## config.mk

```make
export PLATFORM = sky130hd
export DESIGN_NAME = pipe_skid_stage
export DESIGN_NICKNAME = d
export VERILOG_FILES = /design/src/rtl/pipe_skid_stage.sv
export SDC_FILE = /design/constraint.sdc
export NUM_CORES = 1
export LEC_CHECK = 0
export BUFFER_PORTS_ARGS = -buffer_cell sky130_fd_sc_hd__buf_2
export CAP_MARGIN = 10
export CORE_MARGIN = 2
export CORE_UTILIZATION = 53
export CTS_CLUSTER_SIZE = 12
export DETAILED_ROUTE_END_ITERATION = 8
export PLACE_DENSITY = 0.92
export RECOVER_POWER = 25
export SYNTH_ARGS = -nofsm -noshare
export SYNTH_HDL_FRONTEND = slang
export SYNTH_SLANG_ARGS = --single-unit
```

## constraint.sdc

```tcl
create_clock -name clk -period 1.8 [get_ports clk]
set_input_delay 0 -clock clk [delete_from_list [all_inputs] [get_ports clk]]
set_output_delay 0 -clock clk [all_outputs]
set_load 0.02 [all_outputs]
```

## src/rtl/pipe_skid_stage.sv

```systemverilog
// pipe_skid_stage: valid/ready pipeline register with one-entry skid buffer, flush and saturating stall counter
module pipe_skid_stage #(
  parameter int DATA_W = 32,
  parameter logic [DATA_W-1:0] RESET_VAL = '0,
  parameter int CNT_W = 16
) (
  input  logic              clk,
  input  logic              rst,
  input  logic              flush,
  input  logic              in_valid,
  output logic              in_ready,
  input  logic [DATA_W-1:0] in_data,
  output logic              out_valid,
  input  logic              out_ready,
  output logic [DATA_W-1:0] out_data,
  output logic [1:0]        occupancy,
  output logic [CNT_W-1:0]  stall_cnt,
  input  logic              stall_clr
);
  typedef enum logic [1:0] {EMPTY = 2'd0, ONE = 2'd1, FULL = 2'd2} state_t;
  state_t state, state_nx;
  logic [DATA_W-1:0] skid;
  always_comb begin
    state_nx = state == EMPTY ? (in_valid ? ONE : EMPTY) :
               state == ONE   ? (in_valid && !out_ready ? FULL : (!in_valid && out_ready ? EMPTY : ONE)) :
                                (out_ready ? ONE : FULL);
  end
  // Handshake outputs are registered from the next state so in_ready never sees out_ready combinationally
  always_ff @(posedge clk) begin
    if (rst || flush) begin
      state     <= EMPTY;
      out_data  <= RESET_VAL;
      skid      <= RESET_VAL;
      out_valid <= 1'b0;
      in_ready  <= 1'b1;
      occupancy <= 2'd0;
    end else begin
      state     <= state_nx;
      out_valid <= state_nx != EMPTY;
      in_ready  <= state_nx != FULL;
      occupancy <= state_nx;
      case (state)
        EMPTY: if (in_valid) out_data <= in_data;
        ONE: begin
          if (in_valid && out_ready) out_data <= in_data;
          else if (!in_valid && out_ready) out_data <= RESET_VAL;
          if (in_valid && !out_ready) skid <= in_data;
        end
        default: if (out_ready) begin
          out_data <= skid;
          skid     <= RESET_VAL;
        end
      endcase
    end
  end
  always_ff @(posedge clk) begin
    if (rst || stall_clr) stall_cnt <= '0;
    else if (out_valid && !out_ready && stall_cnt != '1) stall_cnt <= stall_cnt + CNT_W'(1);
  end
endmodule
```

; After elaboration in Yosys (flattened, before gate mapping)
; Index checks and enable logic that the tools add are counted.
; Widths: inputs -> output; s select.
[totals]
ff_bits = 84
in_bits = 38
word_cells = 43
[classes]
addsub = 1
eq_ne = 6
muxes = 14
n_bitwise = 1
reduce_logical = 15
[ops]
columns = op, count
row1 = $mux 32, 6
row2 = $pmux 32 s2, 2
row3 = $add 16x1->16 const B, 1
row4 = $ne 16x16->1 const B, 1
row5 = $mux 2, 4
row6 = $reduce_and 3->1, 2
row7 = $logic_and 1x1->1, 5
row8 = $ne 2x2->1 const B, 2
row9 = $reduce_bool 2->1, 2
row10 = $ne 3x1->1 const B, 1
row11 = $reduce_bool 3->1, 1
row12 = $eq 2x1->1 const B, 1
row13 = $logic_not 1->1, 2
row14 = $logic_not 2->1, 1
row15 = $logic_or 1x1->1, 2
row16 = $mux 1, 2
row17 = $ne 2x1->1 const B, 1
row18 = $not 1->1, 1

; Depth between registers and ports, before layout
[depth]
word_depth = 7
depth_mapped = 7
ltp_nobuf = 6

; Least setup slack after synthesis
; No wires, ideal clock.
[synth_timing]
path_type = flip-flop to flip-flop
from = reg stall_cnt[0]
to = reg stall_cnt[8]
setup_time_ps = 70
arrival_ps = 1613
t_required_ps = 1730
slack_ps = 117
path_stages_with_launch = 6
path_buffers = 0
cell_sequence = dfxtp_1 > ha_1 > and3b_1 > o211ai_1 > or3_2 > a21oi_1
[synth_via]
elab_chain_cells = 2
[synth_lines]
columns = item, line_no
row1 = start: declaration, 17  ; output logic [CNT_W-1:0] stall_cnt,
row2 = start signal: assignment, 58  ; else if (out_valid && !out_ready && stall_cnt != '1) stall_cnt <= stall_cnt + CNT_W'(1);
row3 = "parallel branches: the longest is 2 deep, another holds $add 16x1->16", n/a
; Parallel ways; which one is timed is not known.
; A chain may end at the register's enable or synchronous reset.

; Worst setup path after layout
[layout_timing]
from = reg stall_cnt[1]
to = reg stall_cnt[10]
; The elaborated chain is that of the path after synthesis.

==> flow_summary.toml <==
[outcome]
status = "finished with violations"
violations = "design-rule violations"

[routing]
drcViolationCount = 8
wl_per_cell_um = 16.5
dr_total_vias = 3738
drtIter0Drc = 240
firstDrtPassIters = 7
routed_via_density = 6.13
ant_nets = 0
wl_um = 10100

[yosys]
synth_nets = 458
ys_seq_area_share_pct = 47.4
ys_ff_latch = 84
syn_area_per_cell_um2 = 8.52
ys_warn_count = 0
ys_types = 46
async_reset_ff_share_pct = 0
synthFlopType = "dfxtp_1"
syn_inst = 416
synth_edf_count = 0
syn-cell-area_um2 = 3540

[finish]
area_growth_pct = 29.4
layout-drive-gt1-share_pct = 19.1
nFillCells = 503
final_common_cell = "dfxtp_1"
layout_common_cells = "82 x dfxtp_1, 56 x buf_2, 42 x nand2_1, 42 x a21oi_1, 39 x nor2_1"
final_nets = 572
antennaDiodeCount = 0
final_cells = 610

[cts]
cts-root-buf = "clkbuf_8"
clk_pin_slew_ps = 80
clock_latency_ps = 350
clock_path_buffers = 2
h-tree-depth = 3
clock-sinks = 84
cts_buffers = 9
cts_tree = "built"

[critical_path]
end_kind = "flip-flop"
worstPathRequired_ps = 2080
crit_type = "flip-flop to flip-flop"
cp.arrival_ps = 2000
critical_path.startpoint_type = "flip-flop"
critPathMaxFanout = 6

[power_and_ir_drop]
power_switching_uw = 961
leakagePower_uw = 0.00170
ir_drop_mv = 0.502
total_power_uw = 3580
p_per_area_nw_per_um2 = 779
pwr-share-clk_pct = 32.7
p_comb_share_pct = 13.5
power.share.switching_pct = 26.9
seq_power_share_pct = 53.9
internal-power_uw = 2610

[global_routing]
grt_antenna_before_repair = 0
overflow = 0
grt_max_degree = 36
grt_pass1_vias = 3505
groute.usage.overall_pct = 27.1
grt_pass1_wl_um = 16100

[timing]
fmaxAchievable_mhz = 583
slew_headroom_pct = 38.1
skew_ps = 10.4
whs_ps = 180
period_needed_ps = 1720
hold_viol_final = 0
finalSetupViolCount = 0
finalCritPeriodShare_pct = 95.3
worst_pin_slew_ps = 926
slew_viol_final = 0

[job]
maxCapViolCount = 0

[floorplanning]
num_io_pins = 90
floorplan.initialDensity_pct = 55.2
rows = 29
dieArea_um2 = 7360
core_area_um2 = 6420
die_y_um = 85.8
die_w_um = 85.8

[place]
place_congestion = 0.893
dp_hpwl_um = 6030
dp_cells = 560
port_buffers = 89

[worst_hold_path]
hold_path_class = "input pin to flip-flop"
## power by group through the flow
stage | registers (uW) | clock network, uW | logic (uW)
floorplan | 2020 | 0 | 207
global placement | 1960 | 0 | 413
detailed placement | 1970 | 0 | 424
CTS | 1920 | 1170 | 483
global route | 1930 | 1240 | 522
finish | 1930 | 1170 | 482
## worst paths after layout
check / from / end / slack [ps] / depth (start not counted)
max reg2reg: stall_cnt[1] / stall_cnt[10] / 80 / 5
max: stall_cnt[1] / stall_cnt[10] / 80 / 5
min: out_ready / state[1] / 180 / 4
min reg2reg: skid[21] / skid[21] / 450 / 2
## cell usage after synthesis (2+ instances only)
cell	n	area (um^2)
dfxtp_1	84	1680
a21oi_1	43	215
nand2_1	42	158
nor2_1	39	146
nand3_1	36	180
nor3_1	36	180
a221oi_1	32	280
buf_2	18	90.1
clkbuf_1	10	37.5
nand4_1	7	43.8
inv_1	5	18.8
o21ai_0	5	25.0
and3_1	4	25.0
buf_1	4	15.0
ha_1	4	50.1
or3_1	4	25.0
a31oi_1	3	18.8
and4_1	3	26.3
or2_2	3	18.8
mux2i_1	2	20.0
nand3b_1	2	15.0
nand4_2	2	25.0
nor4_1	2	12.5
o21ai_1	2	10.0
o31ai_1	2	15.0
or4_1	2	15.0
## cell families after synthesis
| family | after synthesis | synth area share, % |
|---|---|---|
| muxes | 2 | 0.565 |
| AOI/OAI and AO/OA | 97 | 18.6 |
| buffers and inverters | 37 | 4.55 |
| and+or+nand+nor | 192 | 27.4 |
| DFF | 84 | 47.4 |
| adders and majority gates | 4 | 1.41 |
## repair_timing
action | in CTS | in global routing
hold endpoints to repair | 64 | 0
hold buffers | 35 | 0
setup buffers | 0 | 1
gates resized for setup | 0 | 5
endpoints found under the setup margin | 0 | 13
## layer usage
layer  GRT usage [%]  wire (um)
met3            4.62        662
met5               0          0
met2            46.1       5050
met1            33.7       4180
met4            12.6        175
## through the flow
stage,util [%],cell area [um^2],setup slack [ps],TNS [ps]
after global routing,71.4,4590,-24.6,-27.0
after global placement,63.7,4090,186,0
after CTS,71.6,4600,18.5,0
after detailed placement,63.7,4090,108,0
final,71.4,4590,84.9,0
after floorplan,-,3540,117,0
## critical path: stages (launching register included)
cell and delay [ps]:
dfxtp_1 410, ha_2 260, and3b_1 230, o211ai_1 160, or4_1 430, a21oi_1 160
## registers in the layout, summed over array words and instances, names as in the netlist
register	cells
in_ready	1
skid	32
state	2
out_valid	1
stall_cnt	16
out_data	32
## cell type report
type                    instances  area (um^2)  share of cell area [%]
well taps                      77         96.3                    2.10
clock buffers                  11          141                    3.08
repair buffers                135          887                    19.3
inverters                       5         18.8                   0.409
multi-input cells             295         1750                    38.0
flip-flops and latches         84         1680                    36.7
clock inverters                 3         15.0                   0.327
No activity file was read; power rests on OpenSTA's default activity.
